`config.mk`:
```
export PLATFORM = sky130hd
export DESIGN_NAME = sync_fifo_param
export DESIGN_NICKNAME = d
export VERILOG_FILES = /design/src/rtl/sync_fifo_param.sv
export SDC_FILE = /design/constraint.sdc
export NUM_CORES = 1
export LEC_CHECK = 0
export ABC_AREA = 1
export CORE_MARGIN = 2
export CORE_UTILIZATION = 40
export DETAILED_ROUTE_END_ITERATION = 10
export PLACE_DENSITY = 0.56
export RECOVER_POWER = 100
export SLEW_MARGIN = 5
export SYNTH_ARGS = -nofsm -noshare
export SYNTH_HDL_FRONTEND = slang
export SYNTH_SLANG_ARGS = --single-unit
```
`constraint.sdc`:
```
create_clock -name clk -period 6.8 [get_ports clk]
set_input_delay 0.68 -clock clk [delete_from_list [all_inputs] [get_ports clk]]
set_output_delay 0.68 -clock clk [all_outputs]
set_load 0.01 [all_outputs]
```
`src/rtl/sync_fifo_param.sv`:
```
// Parametrised single-clock FIFO with threshold flags, occupancy count,
// sticky error flags and selectable registered or fall-through output.
module sync_fifo_param #(
    parameter int DATA_W    = 8,
    parameter int DEPTH     = 16,
    parameter int AF_THRESH = 12,
    parameter int AE_THRESH = 2,
    parameter bit FWFT      = 1'b0
) (
    input  logic                     clk,
    input  logic                     reset,
    input  logic                     wr,
    input  logic                     rd,
    input  logic [DATA_W-1:0]        din,
    input  logic                     err_clr,
    output logic [DATA_W-1:0]        dout,
    output logic                     full,
    output logic                     empty,
    output logic                     almost_full,
    output logic                     almost_empty,
    output logic [$clog2(DEPTH):0]   count,
    output logic                     overflow,
    output logic                     underflow
);

    localparam int AW = $clog2(DEPTH);
    localparam int CW = AW + 1;

    logic [DATA_W-1:0] mem [DEPTH];

    logic [AW-1:0]     wptr_q, wptr_d;
    logic [AW-1:0]     rptr_q, rptr_d;
    logic [CW-1:0]     count_q, count_d;
    logic              ovf_q, ovf_d;
    logic              unf_q, unf_d;
    logic [DATA_W-1:0] dout_q, dout_d;
    logic [DATA_W-1:0] rdata;
    logic              wr_ok, rd_ok;

    assign full         = (count_q == CW'(DEPTH));
    assign empty        = (count_q == '0);
    assign almost_full  = (count_q >= CW'(AF_THRESH));
    assign almost_empty = (count_q <= CW'(AE_THRESH));
    assign count        = count_q;
    assign overflow     = ovf_q;
    assign underflow    = unf_q;

    assign rdata = mem[rptr_q];

    always_comb begin
        wr_ok   = wr & ~full;
        rd_ok   = rd & ~empty;
        wptr_d  = wptr_q + AW'(wr_ok);
        rptr_d  = rptr_q + AW'(rd_ok);
        count_d = count_q + CW'(wr_ok) - CW'(rd_ok);
        // a fresh error event outranks a clear in the same cycle
        ovf_d   = (ovf_q & ~err_clr) | (wr & full);
        unf_d   = (unf_q & ~err_clr) | (rd & empty);
        dout_d  = dout_q;
        if (rd_ok) begin
            dout_d = rdata;
        end
    end

    always_ff @(posedge clk or negedge reset) begin
        if (!reset) begin
            wptr_q  <= '0;
            rptr_q  <= '0;
            count_q <= '0;
            ovf_q   <= 1'b0;
            unf_q   <= 1'b0;
            dout_q  <= '0;
        end else begin
            wptr_q  <= wptr_d;
            rptr_q  <= rptr_d;
            count_q <= count_d;
            ovf_q   <= ovf_d;
            unf_q   <= unf_d;
            dout_q  <= dout_d;
        end
    end

    always_ff @(posedge clk) begin
        if (wr_ok) begin
            mem[wptr_q] <= din;
        end
    end

    generate
        if (FWFT) begin : g_fwft
            assign dout = empty ? '0 : rdata;
        end else begin : g_reg
            assign dout = dout_q;
        end
    endgenerate

endmodule

```
==> tab_implementation.tex, run 1 <==
\begin{tabular}{lr}
\hline
Metric & Value \\
\hline
\multicolumn{2}{l}{\textbf{Power and ir drop}} \\
\quad Final Power & 3098 uW \\
\quad Pleak & 0.003366 uW \\
\quad IR drop worst, VDD & 0.0001900 V \\
\quad Power density of the placed cells & a little over 400 nW/um2 \\
\multicolumn{2}{l}{\textbf{STA}} \\
\quad Hold Vio Cnt, Final & 0 \\
\quad RSZ-0062 raised after global routing & false \\
\quad Upper clock frequency limit & around 360 MHz \\
\quad Slew of the pin with the lowest slew margin & slightly above 2 ns \\
\quad Fin Clk Skew & roughly 0.011 ns \\
\quad Setup-violating endpoint count in the final report & 0 \\
\quad Setup tns final & 0 ns \\
\quad Minimum setup slack in the final design & about 4.0 ns \\
\quad Final Critical Period & around 2.8 ns \\
\quad Max-slew violations & 66 \\
\quad Tightest slew margin relative to the limit & -0.3477 \\
\quad Final worst-path cycle share & 0.4116 \\
\multicolumn{2}{l}{\textbf{Finish}} \\
\quad Most common cell after layout, fill and taps aside & sky130\_fd\_sc\_hd\_\_nand2\_1 \\
\quad Post-layout nets & between 700 and 800 \\
\quad Summed area of non-filler cells in the final layout & 7647 um2 \\
\quad Final Util & 0.4644 \\
\quad Most used cells in the layout excluding fill and tap cells & 205 x sky130\_fd\_sc\_hd\_\_nand2\_1, 128 x sky130\_fd\_sc\_hd\_\_edfxtp\_1, 114 x sky130\_fd\_sc\_hd\_\_inv\_1 \\
\quad Ratio of cells with drive above 1 in the final layout & 0.04638 \\
\quad Inserted Diodes & 0 \\
\quad Area growth from synthesis to layout & 14.48\% \\
\multicolumn{2}{l}{\textbf{Clock tree}} \\
\quad Number of sinks handled by clock tree synthesis & between 150 and 200 \\
\quad Total clock buffers created by CTS & 17 \\
\quad Insertion delay of the later-clocked pin in the worst-skew pair & approximately 0.43 ns \\
\quad CTS tree & done \\
\quad Count of cells resized by post-cts repair & 0 \\
\quad Buffer cell driving the clock tree root & sky130\_fd\_sc\_hd\_\_clkbuf\_16 \\
\quad Deepest clock path buffer count & 2 \\
\quad Number of hold buffers added after cts & 0 \\
\quad Count of buffers added by post-CTS timing repair for setup & 0 \\
\quad Level count of the clock H-tree & 4 \\
\quad Clock transition at the registers of the reported paths & around 0.060 ns \\
\multicolumn{2}{l}{\textbf{Worst setup path}} \\
\quad Number of buffer and inverter instances along the worst setup path & 1 \\
\quad Critical Path Fanout Max & 65 \\
\quad Family with the most delay on the worst path & buffers and inverters \\
\quad Worst reg-to-reg setup slack & 4.00 ns \\
\quad WP data required & between 7 and 8 ns \\
\quad Slowest CP cell & sky130\_fd\_sc\_hd\_\_inv\_1 \\
\quad Reg2reg end & dout[6] \\
\quad Most numerous cell on the critical path & sky130\_fd\_sc\_hd\_\_nand2\_1 \\
\quad Worst path max stage delay & 1.43 ns \\
\quad Sort of element at the start of the critical path & flip-flop \\
\quad Reg2reg start & rptr\_q[0] \\
\quad Classification of the worst setup path & flip-flop to flip-flop \\
\quad Worst r2r path cells & 9 \\
\quad Cells along the critical path & inv\_1 > nand2\_1 > nand2\_1 > nand2\_1 > nand3\_1 > nand3\_1 > nand2\_1 > nand2\_1 > nand2\_1 \\
\quad Sort of element at the end of the critical path & flip-flop \\
\quad Arr. time, crit path & approximately 3.2 ns \\
\multicolumn{2}{l}{\textbf{Synthesis}} \\
\quad Synth Warn \# & 0 \\
\quad Largest cells by area after synthesis & sky130\_fd\_sc\_hd\_\_edfxtp\_1 58\%, sky130\_fd\_sc\_hd\_\_nand2\_1 12\%, sky130\_fd\_sc\_hd\_\_dfrtp\_1 8.6\% \\
\quad Number of synthesized register bits & between 150 and 200 \\
\quad Main flop type after synthesis & sky130\_fd\_sc\_hd\_\_edfxtp\_1 \\
\quad Syn Area/Cell & roughly 10 um2 \\
\quad Number of synthesized flops with an enable pin & 128 \\
\quad Area fraction of the dominant cell type after synthesis & 0.5754 \\
\quad Synthesized Nets & $\sim$680 \\
\quad Cell area after synthesis & around 6700 um2 \\
\quad Mapped Cells & about 650 \\
\quad Fraction of synthesis flops using an asynchronous set or reset pin & 0.1523 \\
\quad Largest area contributor in the netlist & sky130\_fd\_sc\_hd\_\_edfxtp\_1 \\
\quad Distinct cells, synth & 20 \\
\quad Sequential share of the synthesized area & 0.6615 \\
\multicolumn{2}{l}{\textbf{Floorplan}} \\
\quad Ports placed on the boundary & 32 \\
\quad Area of the core & around 16,000 um2 \\
\quad Chip height & approximately 130 um \\
\quad Die W & roughly 130 um \\
\quad Overall die area & between 15,000 and 20,000 um2 \\
\quad Site Rows & 47 \\
\quad Starting density of the core & 0.4057 \\
\multicolumn{2}{l}{\textbf{GRT}} \\
\quad Global-route wire length before repair & 22,790 um \\
\quad Initial antenna violation count & 0 \\
\quad Number of global-route vias before repair & roughly 4,200 \\
\quad Largest net degree at the start of global routing & 66 \\
\quad Combined global-route utilization of all metal layers & 0.1738 \\
\quad Overflow left after global routing & 0 \\
\multicolumn{2}{l}{\textbf{Drt}} \\
\quad Detailed-route via count & around 4,300 \\
\quad Final routed DRC violation total & 0 \\
\quad Final WL & 14,290 um \\
\quad Wire length per cell & 15.71 um \\
\quad Post-DR vias/cell & $\sim$4.8 \\
\quad Iteration-0 DRC Markers & 285 \\
\quad First-pass DRT Iterations & 5 \\
\quad Number of routed nets with antenna violations & 0 \\
\multicolumn{2}{l}{\textbf{Placed design}} \\
\quad Gpl congestion & around 0.77 \\
\quad \# port buffers & 31 \\
\quad Placed wire-length estimate after detailed placement & between 9000 and 10,000 um \\
\quad Cell area after placement & just over 7000 um2 \\
\quad Pre-CTS setup slack & around 3.8 ns \\
\multicolumn{2}{l}{\textbf{Min path}} \\
\quad Worst-case hold path end point & dout[1] \\
\quad Startpoint of the lowest-slack hold path & dout[1] \\
\quad Cell count of the worst hold path & 2 \\
\quad Hold crit path type & flip-flop to flip-flop \\
\multicolumn{2}{l}{\textbf{Run}} \\
\quad Max capacitance violation total & 1 \\
\multicolumn{2}{l}{\textbf{Run status}} \\
\quad Failing checks & capacitance limit, slew limit \\
\quad Result of the run & finished with violations \\
\hline
\end{tabular}
## through the flow
| stage | std cells | hold slack (ns) |
|---|---|---|
| floorplan | 651 | 0.3844 |
| global placement | 878 | 0.4677 |
| detailed placement | 878 | 0.4646 |
| CTS | 910 | 0.4807 |
| global route | 910 | 0.4972 |
| finish | 910 | 0.4729 |
## worst max path at each step
| stage | cells past startpoint | startpoint | endpoint |
|---|---|---|---|
| after floorplan | 14 | count[2] | count[4] |
| after global placement | 11 | rd | count[4] |
| after detailed placement | 11 | rd | count[4] |
| after CTS | 13 | count[2] | count[4] |
| after global routing | 9 | rptr_q[0] | dout[3] |
| final | 9 | rptr_q[0] | dout[6] |
## power breakdown
part	internal (uW)	switching, uW	total (uW)	leakage, uW
Clock	513	361	874	0.000276
Sequential	1160	85.8	1240	0.00143
Combinational	335	647	981	0.00166
## Yosys cell counts, drive strengths merged, types with 2 or more instances
master,instances
nor2,24
nand2,205
ha,12
dfrtp,23
o21ai,3
a21oi,2
inv,114
buf,23
xor2,6
nand3,104
clkbuf,3
edfxtp,128
## logic make-up after synthesis
| logic type | synth area share |
|---|---|
| simple gates | 0.2070 |
| xor+xnor | 0.009178 |
| flops | 0.6615 |
| buf+inv | 0.09159 |
| fa+ha+maj | 0.02547 |
| compound gates | 0.005244 |
## layout make-up
type | count | area (um2)
Fill cell | 1514 | 8818
Sequential cell | 151 | 4420
Multi-Input combinational cell | 359 | 1647
Clock buffer | 21 | 450.4
Inverter | 115 | 431.7
Timing Repair Buffer | 33 | 325.3
Tap cell | 220 | 275.3
Clock inverter | 11 | 97.59
## worst reg2reg max path: stages (launching register included)
cell                      delay [ns]
sky130_fd_sc_hd__dfrtp_2        0.40
sky130_fd_sc_hd__inv_1          1.43
sky130_fd_sc_hd__nand2_1        0.17
sky130_fd_sc_hd__nand2_1        0.16
sky130_fd_sc_hd__nand2_1        0.06
sky130_fd_sc_hd__nand3_1        0.17
sky130_fd_sc_hd__nand3_1        0.14
sky130_fd_sc_hd__nand2_1        0.10
sky130_fd_sc_hd__nand2_1        0.05
sky130_fd_sc_hd__nand2_1        0.07
## layer usage
| layer | part of all wire | wire, um | global-route usage | vias to the layer above |
|---|---|---|---|---|
| met5 | 0 | 0 | 0 | - |
| met4 | 0.020 | 283 | 0.06797 | 0 |
| met3 | 0.037 | 535 | 0.03995 | 19 |
| met2 | 0.49 | 7053 | 0.2884 | 88 |
| met1 | 0.45 | 6421 | 0.2228 | 2083 |
| li1 | - | - | - | 2141 |
## state kept, by name (all words and copies together), names as in the netlist
signal	cells
dout	8
count	5
wptr_q	4
rptr_q	4
overflow	1
underflow	1
mem	128
Note: power is estimated with default switching activity, not from simulation.
==> inputs of run 2 (changes only) <==
==> constraint.sdc (replaced) <==
create_clock -name clk -period 2.73 [get_ports clk]
set_input_delay 0.273 -clock clk [delete_from_list [all_inputs] [get_ports clk]]
set_output_delay 0.273 -clock clk [all_outputs]
set_load 0.01 [all_outputs]
==> tab_implementation.tex, run 2 (synthesis gave the netlist of run 1 again) <==
\begin{tabular}{lr}
\hline
Metric & Value \\
\hline
\multicolumn{2}{l}{\textbf{Clock tree}} \\
\quad Insertion delay of the later-clocked pin in the worst-skew pair & 0.42 ns (about the same) \\
\quad Buffer cell driving the clock tree root & sky130\_fd\_sc\_hd\_\_clkbuf\_16 \\
\quad Total clock buffers created by CTS & 17 (unchanged) \\
\quad Level count of the clock H-tree & 4 (unchanged) \\
\quad Clock transition at the registers of the reported paths & 0.06 ns (about the same) \\
\quad Deepest clock path buffer count & 2 (unchanged) \\
\quad Count of buffers added by post-CTS timing repair for setup & 0 (unchanged) \\
\quad CTS tree & done \\
\quad Number of sinks handled by clock tree synthesis & 151 (unchanged) \\
\quad Count of cells resized by post-cts repair & 0 (unchanged) \\
\quad Number of hold buffers added after cts & 0 (unchanged) \\
\multicolumn{2}{l}{\textbf{GRT}} \\
\quad Overflow left after global routing & 0 (unchanged) \\
\quad Number of global-route vias before repair & 4,474 (+5.6\%) \\
\quad Largest net degree at the start of global routing & 39 (-41\%) \\
\quad Global-route wire length before repair & 24,100 um (+5.8\%) \\
\quad Combined global-route utilization of all metal layers & 0.1809 (+0.007122) \\
\quad Initial antenna violation count & 0 (unchanged) \\
\multicolumn{2}{l}{\textbf{Finish}} \\
\quad Area growth from synthesis to layout & 17.34\% \\
\quad Inserted Diodes & 0 (unchanged) \\
\quad Ratio of cells with drive above 1 in the final layout & 0.06022 (+0.01385) \\
\quad Most common cell after layout, fill and taps aside & sky130\_fd\_sc\_hd\_\_nand2\_1 \\
\quad Number of flip-flops in the largest register & 128 (unchanged) \\
\quad Fin cells & 934 (+2.6\%) \\
\quad Number of inserted filler cells in the final layout & 1,556 (+2.8\%) \\
\quad Summed area of non-filler cells in the final layout & 7839 um2 (+2.5\%) \\
\quad Most flop-heavy register & mem \\
\quad Most used cells in the layout excluding fill and tap cells & 204 x sky130\_fd\_sc\_hd\_\_nand2\_1, 128 x sky130\_fd\_sc\_hd\_\_edfxtp\_1, 112 x sky130\_fd\_sc\_hd\_\_inv\_1 \\
\quad Post-layout nets & 727 (+3.4\%) \\
\multicolumn{2}{l}{\textbf{STA}} \\
\quad Upper clock frequency limit & 408.0 MHz (+14\%) \\
\quad Tightest slew margin relative to the limit & 0.2894 (+0.6371) \\
\quad Max-slew violations & 0 (-100\%) \\
\quad Setup tns final & 0 ns (unchanged) \\
\quad Tightest hold margin & 0.4294 ns (-0.04352 ns) \\
\quad Slew of the pin with the lowest slew margin & 1.062 ns (-0.9570 ns) \\
\quad Fin Clk Skew & 0.005638 ns (-0.005613 ns) \\
\quad Setup-violating endpoint count in the final report & 0 (unchanged) \\
\quad RSZ-0062 raised after global routing & false \\
\quad Final worst-path cycle share & 0.8978 (+0.4861) \\
\quad Final Critical Period & 2.451 ns (-0.3483 ns) \\
\quad Hold Vio Cnt, Final & 0 (unchanged) \\
\multicolumn{2}{l}{\textbf{Worst setup path}} \\
\quad Worst reg-to-reg setup slack & 0.28 ns (-3.72 ns) \\
\quad Worst path max stage delay & 0.42 ns (-1.01 ns) \\
\quad WP data required & 3.07 ns (-4.09 ns) \\
\quad Arr. time, crit path & 2.79 ns (-0.37 ns) \\
\quad Sort of element at the start of the critical path & flip-flop \\
\quad Family with the most delay on the worst path & adder cells \\
\quad Slowest CP cell & sky130\_fd\_sc\_hd\_\_dfrtp\_1 \\
\quad Launch point of the critical path & count[2] \\
\quad Number of cells on the critical path & 13 (+4) \\
\quad Worst r2r path cells & 13 (+4) \\
\quad Classification of the worst setup path & flip-flop to flip-flop \\
\quad Critical Path Fanout Max & 10 (-85\%) \\
\quad Cells along the critical path & inv\_1 > ha\_1 > nand3\_1 > nand2\_2 > inv\_2 > nand2\_1 > nand2\_1 > ha\_1 > fa\_1 > a21oi\_1 > nor2\_1 > nor2\_1 > xor2\_1 \\
\quad Reg2reg start & count[2] \\
\quad Sort of element at the end of the critical path & flip-flop \\
\quad Number of buffer and inverter instances along the worst setup path & 2 (+1) \\
\multicolumn{2}{l}{\textbf{Drt}} \\
\quad Iteration-0 DRC Markers & 362 (+27\%) \\
\quad Number of routed nets with antenna violations & 0 (unchanged) \\
\quad Detailed-route via count & 4,479 (+3.4\%) \\
\quad First-pass DRT Iterations & 5 (unchanged) \\
\quad Post-DR vias/cell & 4.796 (+0.76\%) \\
\quad Wire length per cell & 16.14 um (+2.7\%) \\
\quad Final WL & 15,070 um (+5.5\%) \\
\quad Final routed DRC violation total & 0 (unchanged) \\
\multicolumn{2}{l}{\textbf{Placed design}} \\
\quad Gpl congestion & 0.9470 (+22\%) \\
\quad \# port buffers & 31 (unchanged) \\
\quad Placed insts & 902 (+2.7\%) \\
\quad Cell area after placement & 7295 um2 (+2.7\%) \\
\quad Placed wire-length estimate after detailed placement & 10,240 um (+10\%) \\
\multicolumn{2}{l}{\textbf{Power and ir drop}} \\
\quad Pleak & 0.003438 uW (+2.1\%) \\
\quad Power density of the placed cells & 1032 nW/um2 (+150\%) \\
\quad IR drop worst, VDD & 0.0004839 V (+150\%) \\
\quad Final Power & 8088 uW (+160\%) \\
\multicolumn{2}{l}{\textbf{Run}} \\
\quad Max capacitance violation total & 0 (-1) \\
\multicolumn{2}{l}{\textbf{Floorplan}} \\
\quad Ports placed on the boundary & 32 (unchanged) \\
\quad Die W & 133.2 um (unchanged) \\
\quad Chip height & 133.2 um (unchanged) \\
\quad Overall die area & 17,750 um2 (unchanged) \\
\quad Site Rows & 47 (unchanged) \\
\quad Area of the core & 16,470 um2 (unchanged) \\
\quad Starting density of the core & 0.4057 (unchanged) \\
\multicolumn{2}{l}{\textbf{Min path}} \\
\quad Startpoint of the lowest-slack hold path & err\_clr \\
\quad Hold crit path type & input pin to flip-flop \\
\quad Cell count of the worst hold path & 2 (unchanged) \\
\multicolumn{2}{l}{\textbf{Run status}} \\
\quad Result of the run & finished, final reports clean \\
\hline
\end{tabular}
## run 2: layout make-up
cell class	count	area (um2)	share of cell area
Clock inverter	15	188.9	0.02410
Sequential cell	151	4420	0.5639
Clock buffer	17	425.4	0.05427
Multi-Input combinational cell	359	1649	0.2104
Inverter	115	431.7	0.05507
Timing Repair Buffer	57	447.9	0.05714
Tap cell	220	275.3	0.03512
## run 2: final timing paths
kind / end
worst min-delay path: overflow
worst min register to register: dout[4]
worst max register to register: count[4]
max in group asynchronous: rptr_q[0]
worst max-delay path: count[4]
min in group asynchronous: overflow
## run 2: power by group
group / internal [uW] / switching [uW]
sequential: 2880 / 224
clock: 1460 / 964
combinational: 877 / 1680
total: 5220 / 2870
## run 2: per-layer routing
metal / global-route usage / vias to the layer above / part of all wire
met4: 0.06383 / 0 / 0.020
met2: 0.2884 / 133 / 0.48
li1: - / 2182 / -
met1: 0.2443 / 2141 / 0.45
met3: 0.04300 / 23 / 0.055
met5: 0 / - / 0
## run 2: stage by stage
step,setup WS (ns),utilization
after floorplan,0.3512,-
after global placement,0.2939,0.4430
after detailed placement,0.2005,0.4430
after CTS,0.1699,0.4803
after global routing,0.05685,0.4761
final,0.2791,0.4761
